## config.mk

```make
export PLATFORM = sky130hd
export DESIGN_NAME = eth_rx_frame
export DESIGN_NICKNAME = d
export VERILOG_FILES = /design/src/rtl/eth_rx_pkg.sv /design/src/rtl/eth_rx_frame_crc32_d8.sv /design/src/rtl/eth_rx_frame.sv
export SDC_FILE = /design/constraint.sdc
export NUM_CORES = 1
export LEC_CHECK = 0
export ABC_AREA = 1
export BUFFER_PORTS_ARGS = -buffer_cell sky130_fd_sc_hd__buf_2
export CAP_MARGIN = 10
export CORE_MARGIN = 4
export CORE_UTILIZATION = 60
export CTS_BUF_LIST = sky130_fd_sc_hd__clkbuf_4 sky130_fd_sc_hd__clkbuf_8 sky130_fd_sc_hd__clkbuf_16
export DETAILED_ROUTE_END_ITERATION = 10
export PLACE_DENSITY = 0.82
export SLEW_MARGIN = 25
export SYNTH_ARGS = -nofsm -noshare
export SYNTH_HDL_FRONTEND = slang
export SYNTH_SLANG_ARGS = --single-unit
```

## constraint.sdc

```tcl
create_clock -name clk125MHz -period 3.9 [get_ports clk125MHz]
set_input_delay 0 -clock clk125MHz [delete_from_list [all_inputs] [get_ports clk125MHz]]
set_output_delay 0 -clock clk125MHz [all_outputs]
set_load 0.03 [all_outputs]
```

## src/rtl/eth_rx_pkg.sv

```systemverilog
// Shared constants and types for the Ethernet receive path.
// CRC-32 constants are also used by the transmit side.
package eth_rx_pkg;

  localparam logic [31:0] CRC32_INIT      = 32'hFFFF_FFFF;
  localparam logic [31:0] CRC32_POLY_REFL = 32'hEDB8_8320;
  localparam logic [31:0] CRC32_RESIDUE   = 32'hDEBB_20E3;

  localparam logic [7:0]  ETH_PREAMBLE = 8'h55;
  localparam logic [7:0]  ETH_SFD      = 8'hD5;
  localparam logic [47:0] ETH_BCAST    = 48'hFFFF_FFFF_FFFF;

  localparam int LEN_W = 11;

  typedef enum logic [1:0] {
    IDLE,
    PRE,
    PAY,
    DROP
  } rx_state_e;

  function automatic logic [15:0] sat16(input logic [15:0] v);
    return (v == 16'hFFFF) ? v : v + 16'd1;
  endfunction

endpackage

```

## src/rtl/eth_rx_frame_crc32_d8.sv

```systemverilog
// Byte-wide reflected CRC-32 next-state function.
// Purely combinational so the TX path can share it.
module crc32_d8
  import eth_rx_pkg::*;
(
  input  logic [31:0] crc_in,
  input  logic [7:0]  data,
  output logic [31:0] crc_out
);

  always_comb begin
    crc_out = crc_in ^ {24'd0, data};
    for (int i = 0; i < 8; i++) begin
      if (crc_out[0])
        crc_out = (crc_out >> 1) ^ CRC32_POLY_REFL;
      else
        crc_out = crc_out >> 1;
    end
  end

endmodule

```

## src/rtl/eth_rx_frame.sv

```systemverilog
// RX frame parser: preamble/SFD strip, CRC/length/address/PHY
// checks, FCS strip through a 4-byte delay line, frame counters.
module eth_rx_frame
  import eth_rx_pkg::*;
#(
  parameter logic [47:0] MAC_ADDR  = 48'h0200_0000_0001,
  parameter bit          PROMISC   = 1'b0,
  parameter int          MIN_FRAME = 64,
  parameter int          MAX_FRAME = 1518
) (
  input  logic        clk125MHz,
  input  logic        rst_n,
  input  logic [7:0]  rx_data,
  input  logic        rx_en,
  input  logic        rx_err,
  output logic [7:0]  m_data,
  output logic        m_valid,
  output logic        m_sof,
  output logic        m_eof,
  output logic        m_good,
  output logic        m_err_crc,
  output logic        m_err_len,
  output logic        m_err_phy,
  output logic        m_addr_ok,
  output logic [15:0] cnt_ok,
  output logic [15:0] cnt_bad
);

  localparam logic [LEN_W-1:0] MIN_L = LEN_W'(MIN_FRAME);
  localparam logic [LEN_W-1:0] MAX_L = LEN_W'(MAX_FRAME);
  localparam logic [LEN_W-1:0] LEN_SAT = '1;

  rx_state_e        state;
  logic             armed;
  logic [31:0]      crc;
  logic [31:0]      crc_nx;
  logic [3:0][7:0]  dl;
  logic [LEN_W-1:0] len;
  logic [LEN_W-1:0] len_inc;
  logic             mac_hit;
  logic             bc_hit;
  logic             phy_seen;
  logic             ovf;
  logic [7:0]       mac_b;
  logic             crc_bad;
  logic             len_bad;
  logic             addr_ok;
  logic             good;

  crc32_d8 u_crc (
    .crc_in  (crc),
    .data    (rx_data),
    .crc_out (crc_nx)
  );

  assign len_inc = (len == LEN_SAT) ? len : len + 1'b1;
  assign crc_bad = (crc != CRC32_RESIDUE);
  assign len_bad = (len < MIN_L) || (len > MAX_L);
  assign addr_ok = PROMISC || mac_hit || bc_hit;
  assign good    = !crc_bad && !len_bad && !phy_seen && addr_ok;

  always_comb begin
    mac_b = 8'h00;
    for (int i = 0; i < 6; i++)
      if (len == LEN_W'(i))
        mac_b = MAC_ADDR[8*(5-i) +: 8];
  end

  always_ff @(posedge clk125MHz or negedge rst_n) begin
    if (!rst_n) begin
      state     <= IDLE;
      armed     <= 1'b0;
      crc       <= CRC32_INIT;
      dl        <= '0;
      len       <= '0;
      mac_hit   <= 1'b0;
      bc_hit    <= 1'b0;
      phy_seen  <= 1'b0;
      ovf       <= 1'b0;
      m_data    <= 8'h00;
      m_valid   <= 1'b0;
      m_sof     <= 1'b0;
      m_eof     <= 1'b0;
      m_good    <= 1'b0;
      m_err_crc <= 1'b0;
      m_err_len <= 1'b0;
      m_err_phy <= 1'b0;
      m_addr_ok <= 1'b0;
      cnt_ok    <= '0;
      cnt_bad   <= '0;
    end else begin
      m_valid   <= 1'b0;
      m_sof     <= 1'b0;
      m_eof     <= 1'b0;
      m_good    <= 1'b0;
      m_err_crc <= 1'b0;
      m_err_len <= 1'b0;
      m_err_phy <= 1'b0;
      m_addr_ok <= 1'b0;
      if (!rx_en)
        armed <= 1'b1;

      unique case (state)
        IDLE: begin
          if (rx_en) begin
            crc      <= CRC32_INIT;
            len      <= '0;
            mac_hit  <= 1'b1;
            bc_hit   <= 1'b1;
            phy_seen <= 1'b0;
            ovf      <= 1'b0;
            // a frame already in flight at reset release is skipped
            if (!armed)
              state <= DROP;
            else if (rx_data == ETH_PREAMBLE)
              state <= PRE;
            else if (rx_data == ETH_SFD)
              state <= PAY;
            else begin
              state   <= DROP;
              cnt_bad <= sat16(cnt_bad);
            end
          end
        end

        PRE: begin
          if (!rx_en) begin
            state   <= IDLE;
            cnt_bad <= sat16(cnt_bad);
          end else if (rx_data == ETH_SFD) begin
            state <= PAY;
          end else if (rx_data != ETH_PREAMBLE) begin
            state   <= DROP;
            cnt_bad <= sat16(cnt_bad);
          end
        end

        PAY: begin
          if (rx_en) begin
            if (len >= MAX_L) begin
              state <= DROP;
              ovf   <= 1'b1;
            end else begin
              crc <= crc_nx;
              dl  <= {dl[2:0], rx_data};
              len <= len_inc;
              if (rx_err)
                phy_seen <= 1'b1;
              if (len < LEN_W'(6)) begin
                if (rx_data != mac_b)
                  mac_hit <= 1'b0;
                if (rx_data != ETH_BCAST[7:0])
                  bc_hit <= 1'b0;
              end
              if (len >= LEN_W'(4)) begin
                m_valid <= 1'b1;
                m_data  <= dl[3];
                m_sof   <= (len == LEN_W'(4));
              end
            end
          end else begin
            state <= IDLE;
            if (len < LEN_W'(5)) begin
              cnt_bad <= sat16(cnt_bad);
            end else begin
              m_eof     <= 1'b1;
              m_good    <= good;
              m_err_crc <= crc_bad;
              m_err_len <= len_bad;
              m_err_phy <= phy_seen;
              m_addr_ok <= addr_ok;
              if (good)
                cnt_ok <= sat16(cnt_ok);
              else
                cnt_bad <= sat16(cnt_bad);
            end
          end
        end

        DROP: begin
          if (!rx_en) begin
            state <= IDLE;
            ovf   <= 1'b0;
            if (ovf) begin
              m_eof     <= 1'b1;
              m_err_len <= 1'b1;
              m_err_phy <= phy_seen;
              m_addr_ok <= addr_ok;
              cnt_bad   <= sat16(cnt_bad);
            end
          end
        end

        default: state <= IDLE;
      endcase
    end
  end

endmodule

```

After elaboration in Yosys (flattened, before gate mapping)
Cells that the tools add are included.
{"block": "totals", "inputBits": 12, "out_inout_bits": 48, "word_cells": 205, "reg_bits": 130}
{"block": "op_classes", "add_sub_neg": 3, "n_reduce_logical": 23, "n_mux": 100, "n_eq_ne": 37, "bitwise": 13, "n_lt_le_gt_ge": 6}
{"op": "$mux W32", "n": 11}
{"op": "$mux W16", "n": 13}
{"op": "$not A13 Y14", "n": 8}
{"op": "$pmux W16 S4", "n": 1}
{"op": "$pmux W32 S2", "n": 1}
{"op": "$mux W1", "n": 45}
{"op": "$mux W11", "n": 4}
{"op": "$add A16 B1 Y16 const B", "n": 2}
{"op": "$eq A16 B16 Y1 const B", "n": 2}
{"op": "$ne A32 B32 Y1 const B", "n": 1}
{"op": "$xor A32 B8 Y32", "n": 1}
{"op": "$ne A2 B2 Y1 const B", "n": 15}
{"op": "$mux W2", "n": 12}
{"op": "$mux W8", "n": 3}
{"op": "$eq A11 B2 Y1 const B", "n": 2}
{"op": "$eq A11 B3 Y1 const B", "n": 2}
{"op": "$lt A11 B3 Y1 const B", "n": 2}
{"op": "$pmux W11 S2", "n": 1}
{"op": "$reduce_and A5 Y1", "n": 4}
{"op": "$pmux W1 S2", "n": 7}
{"op": "$ne A3 B3 Y1 const B", "n": 4}
{"op": "$reduce_and A4 Y1", "n": 3}
{"op": "$reduce_and A6 Y1", "n": 2}
{"op": "$add A11 B1 Y11 const B", "n": 1}
{"op": "26 further kinds", "n": 35}

Longest topological paths before layout
{"block": "depth", "word_depth": 20, "ltp_mapped": 13}

Modules after synthesis
A second synthesis with hierarchy kept.
{"block": "hier_totals", "hier_cells": 944, "area_unflattened_um2": 7468.4}
{"mod": "eth_rx_frame", "instances": 1, "cells_each": 735, "area_each_um2": 6293.5}
{"mod": "crc32_d8", "instances": 1, "cells_each": 209, "area_each_um2": 1174.9}

Worst setup path before layout
No wires, ideal clock.
{"block": "synth_timing", "path_kind": "flip-flop to flip-flop", "start": "register cnt_bad[0]", "end": "register cnt_bad[5]", "arrival_ns": 1.720, "setup_ns": 0.119, "stages_incl_launch_ff": 10, "period_less_slack_ns": 1.839, "path_slack_ns": 2.061, "n_path_buf": 1, "cell_sequence": "dfrtp_1 -> ha_1 -> nand3_1 -> inv_2 -> nand3_1 -> nor4_1 -> nor2_2 -> buf_2 -> nand3_1 -> nand2_1"}
{"block": "synth_via", "elab_chain_cells": 7, "word_cells_on_any_way": 16}
{"element": "start, declared", "line_no": "eth_rx_frame.sv:26", "text": "output logic [15:0] cnt_bad"}
{"element": "start signal, assigned", "line_no": "eth_rx_frame.sv:121", "text": "cnt_bad <= sat16(cnt_bad);"}
{"element": "start signal, assigned", "line_no": "eth_rx_frame.sv:129", "text": "cnt_bad <= sat16(cnt_bad);"}
{"element": "start signal, assigned", "line_no": "eth_rx_frame.sv:134", "text": "cnt_bad <= sat16(cnt_bad);"}
{"element": "$add A16 B1 Y16 or $eq A16 B16 Y1 (tied branches)", "line_no": "eth_rx_pkg.sv:23", "text": "return (v == 16'hFFFF) ? v : v + 16'd1;"}
{"element": "$mux W16 (*)", "line_no": "eth_rx_pkg.sv:23"}
{"element": "$mux W16", "line_no": "eth_rx_frame.sv:117", "text": "else if (rx_data == ETH_SFD)"}
{"element": "$mux W16", "line_no": "eth_rx_frame.sv:115", "text": "else if (rx_data == ETH_PREAMBLE)"}
{"element": "$mux W16", "line_no": "eth_rx_frame.sv:113", "text": "if (!armed)"}
{"element": "$mux W16", "line_no": "eth_rx_frame.sv:105", "text": "if (rx_en) begin"}
{"element": "$pmux W16 S4 (*)", "line_no": "eth_rx_frame.sv:103", "text": "unique case (state)"}
Every way passes the cells marked *; elsewhere a longest branch is shown, timed or not. The select of a mux whose other input is x is not followed.
A chain may end at the register's enable or synchronous reset.

Final worst setup path
{"block": "layout_timing", "start": "register state[0]", "end": "register state[1]"}
{"block": "layout_via", "elab_chain_cells": 3, "word_cells_on_any_way": 10}
{"element": "start, declared", "line_no": "eth_rx_frame.sv:33", "text": "rx_state_e state;"}
{"element": "start signal, assigned", "line_no": "eth_rx_frame.sv:71", "text": "state <= IDLE;"}
{"element": "start signal, assigned", "line_no": "eth_rx_frame.sv:114", "text": "state <= DROP;"}
{"element": "start signal, assigned", "line_no": "eth_rx_frame.sv:116", "text": "state <= PRE;"}
{"element": "$eq A2 B1 Y1 (tied with other cells)", "line_no": "eth_rx_frame.sv:103"}
{"element": "$ne A4 B4 Y1 (no line) (tied with other cells)"}
{"element": "$reduce_and A4 Y1 (no line)"}
Parallel ways exist; a longest one is shown, timed or not.

==> results.cfg <==
[timing]
post-route-period-util = 0.6124
setup_viol = 0
timing.slew.headroom = 0.3624
rsz0062_at_grt = no
fin_skew_ns = 0.01065
worstMarginPinSlew_ns = 0.9550
finalMaxSlewViolations = 0
hold_viol = 0
max_clock_freq_mhz = 418.7
fin_tns_setup_ns = 0
fin_crit_ns = 2.388

[placement]
post-dp-hpwl_um = 12070
gp_congestion = 0.9153
place.port_buffers = 59

[synthesis]
ys_seq_area_frac = 0.4346
netlist_instances = 959
syn_avg_cell_area_um2 = 7.901
syn_area_um2 = 7577
synth_edf_count = 0
synth-seq-cells = 130
syn_nets = 977
async_flop_share = 1.000
ys_types = 50
dominantRegCellSynth = dfrtp_1
ys_warn_count = 0

[route]
wirelength_met1_um = 7750
drt_first_pass_iters = 6
drc = 0
viasPerCell = 5.398
wl_per_cell_um = 14.80
drt-total-wl_um = 17860
met2_length_um = 8806
dr_wl_met3_um = 972
top_layer = met4
ant_nets = 0
drt-initial-drc-count = 696
via_count = 6515

[global_routing]
grtUsageTotal = 0.2591
grt_pass1_vias = 6401
grt_max_degree = 100
grt-ovfl-total = 0
antenna_found_initial = 0
grt_pass1_wl_um = 30230

[die]
fp.coreArea_um2 = 12160
die_h_um = 120.4
rows = 40
io_pins = 60
die_w_um = 120.4
floorplan.initialDensity = 0.6230
die_area_um2 = 14490

[worst_setup_path]
cpMostUsedCell = inv_2
worstSetupEndpointType = flip-flop
cp.arrival_ns = 2.69
cpPeakStageDelay_ns = 0.68
critPathLaunchType = flip-flop
worstSetupPathType = flip-flop to flip-flop
critPathRequiredTime_ns = 4.20
cp_max_fo = 56
worstPathCellList = nor2_8 > inv_2 > nor2_1 > inv_2 > nor2_4 > inv_2 > nand2_1 > nand2_1 > o21ai_1
slowest_stage = inv_2
rr_worst_depth = 9

[run_status]
status = complete, no violations

[clock_tree]
cts_inserted_buffers = 17
cts_resized = 0
clockRootBuffer = clkbuf_16
tritoncts = built
cts_setup_buffers = 0
cts_max_level = 4
clk_pin_slew_worst_paths_ns = 0.06
clk_latency_ns = 0.43
cts_max_path_buffers = 2
clock_sinks = 130

[layout]
drive_above_1_share = 0.1819
syn_to_final_growth_pct = 14.04
final_nets = 1044
mostFrequentLayoutCell = nand2_1
layout_common_cells = nand2_1, dfrtp_1, inv_1
antenna-diode-count = 0

[power_and_ir_drop]
power_w = 0.006698
leakage_nw = 4.309
powerDensity_nw_per_um2 = 775.2
vdd.ir_drop.worst_uv = 421.8

[flow_run]
cap_viol_max_count = 0

[min_path]
min_path_type = primary input to asynchronous set/reset pin
path summary, 6_finish.rpt:
path | startpoint | endpoint | slack (ns)
max | state[0]$_DFFE_PN0P_ | state[1]$_DFFE_PN0P_ | 1.51
min | rst_n | dl[22]$_DFFE_PN0P_ | 0.25
max reg2reg | state[0]$_DFFE_PN0P_ | state[1]$_DFFE_PN0P_ | 1.51
min reg2reg | dl[25]$_DFFE_PN0P_ | dl[25]$_DFFE_PN0P_ | 0.47
max in group asynchronous | rst_n | crc[24]$_DFFE_PN1P_ | 2.65
min in group clk125MHz | rx_en | armed$_DFFE_PN0N_ | 0.43
registers in the layout (all words and copies together), names as in the netlist, 2 cells and up:
register  count
dl           32
m_data        8
crc          32
state         2
len          11
cnt_ok       16
cnt_bad      16
metrics by stage:
stage / hold slack [ns] / setup WS, ns / instances / area (um^2) / util
2_1_floorplan: -0.2956 / 2.061 / 959 / 7577 / -
3_3_place_gp: 0.1687 / 1.557 / 1164 / 7954 / 0.6540
3_5_place_dp: 0.1664 / 1.560 / 1164 / 7954 / 0.6540
4_1_cts: 0.2842 / 1.529 / 1207 / 8641 / 0.7105
5_1_grt: 0.3365 / 1.287 / 1207 / 8641 / 0.7105
6_report: 0.2483 / 1.512 / 1207 / 8641 / 0.7105
final cells by class:
cell class,instances,area [um^2]
sequential,130,3293
tap,168,210.2
clock inverter,13,123.9
multi-input combinational,689,3695
timing repair buffer,73,434.2
clock buffer,19,452.9
fill,927,3521
inverter,115,431.7
kinds of logic after synthesis:
family	count (synthesis)	synth area share
AO/OA/AOI/OAI	98	0.07513
AND/OR/NAND/NOR	508	0.2948
flip-flops	130	0.4346
XOR/XNOR	77	0.1078
buffers and inverters	140	0.07777
adder cells (fa/ha/maj)	6	0.009907
report_power, final:
group	leakage (nW)	total [W]	internal [W]	switching (W)
combinational	2.40	0.00295	0.00101	0.00194
sequential	1.63	0.00219	0.00185	0.000335
clock	0.282	0.00156	0.000919	0.000636
total	4.31	0.00670	0.00379	0.00291
critical path: cells and delay by family, from the launching register on:
kind / cells / cell delay [ns]
flip-flops: 1 / 0.51
AO/OA/AOI/OAI: 1 / 0.07
buffers and inverters: 3 / 1.04
AND/OR/NAND/NOR: 5 / 0.64
synth_stat cells (6+ instances only):
library cell | instances | share of area
nand2_1 | 296 | 0.15
dfrtp_1 | 98 | 0.32
inv_1 | 95 | 0.047
nor2_1 | 68 | 0.034
nand3_1 | 65 | 0.043
xor2_1 | 37 | 0.043
o21ai_1 | 36 | 0.024
dfstp_2 | 32 | 0.11
xnor2_1 | 30 | 0.035
o21ai_0 | 24 | 0.016
nand4_1 | 22 | 0.018
nor3_1 | 22 | 0.015
inv_2 | 19 | 0.0094
a21oi_1 | 13 | 0.0086
buf_2 | 12 | 0.0079
nand2_2 | 9 | 0.0074
buf_6 | 6 | 0.0089
clkbuf_1 | 6 | 0.0030
ha_1 | 6 | 0.0099
nor2_2 | 6 | 0.0050
metal layers:
| layer | vias to the layer above | track usage |
|---|---|---|
| li1 | 3189 | - |
| met1 | 3119 | 0.3361 |
| met2 | 176 | 0.4205 |
| met3 | 31 | 0.07016 |
| met4 | 0 | 0.08994 |
| met5 | - | 0 |
timing repair:
item,4_1_cts,5_1_grt
hold endpoints to repair,87,0
setup endpoints to repair,0,0
hold buffers,11,0
(Power assumes the default switching activity.)
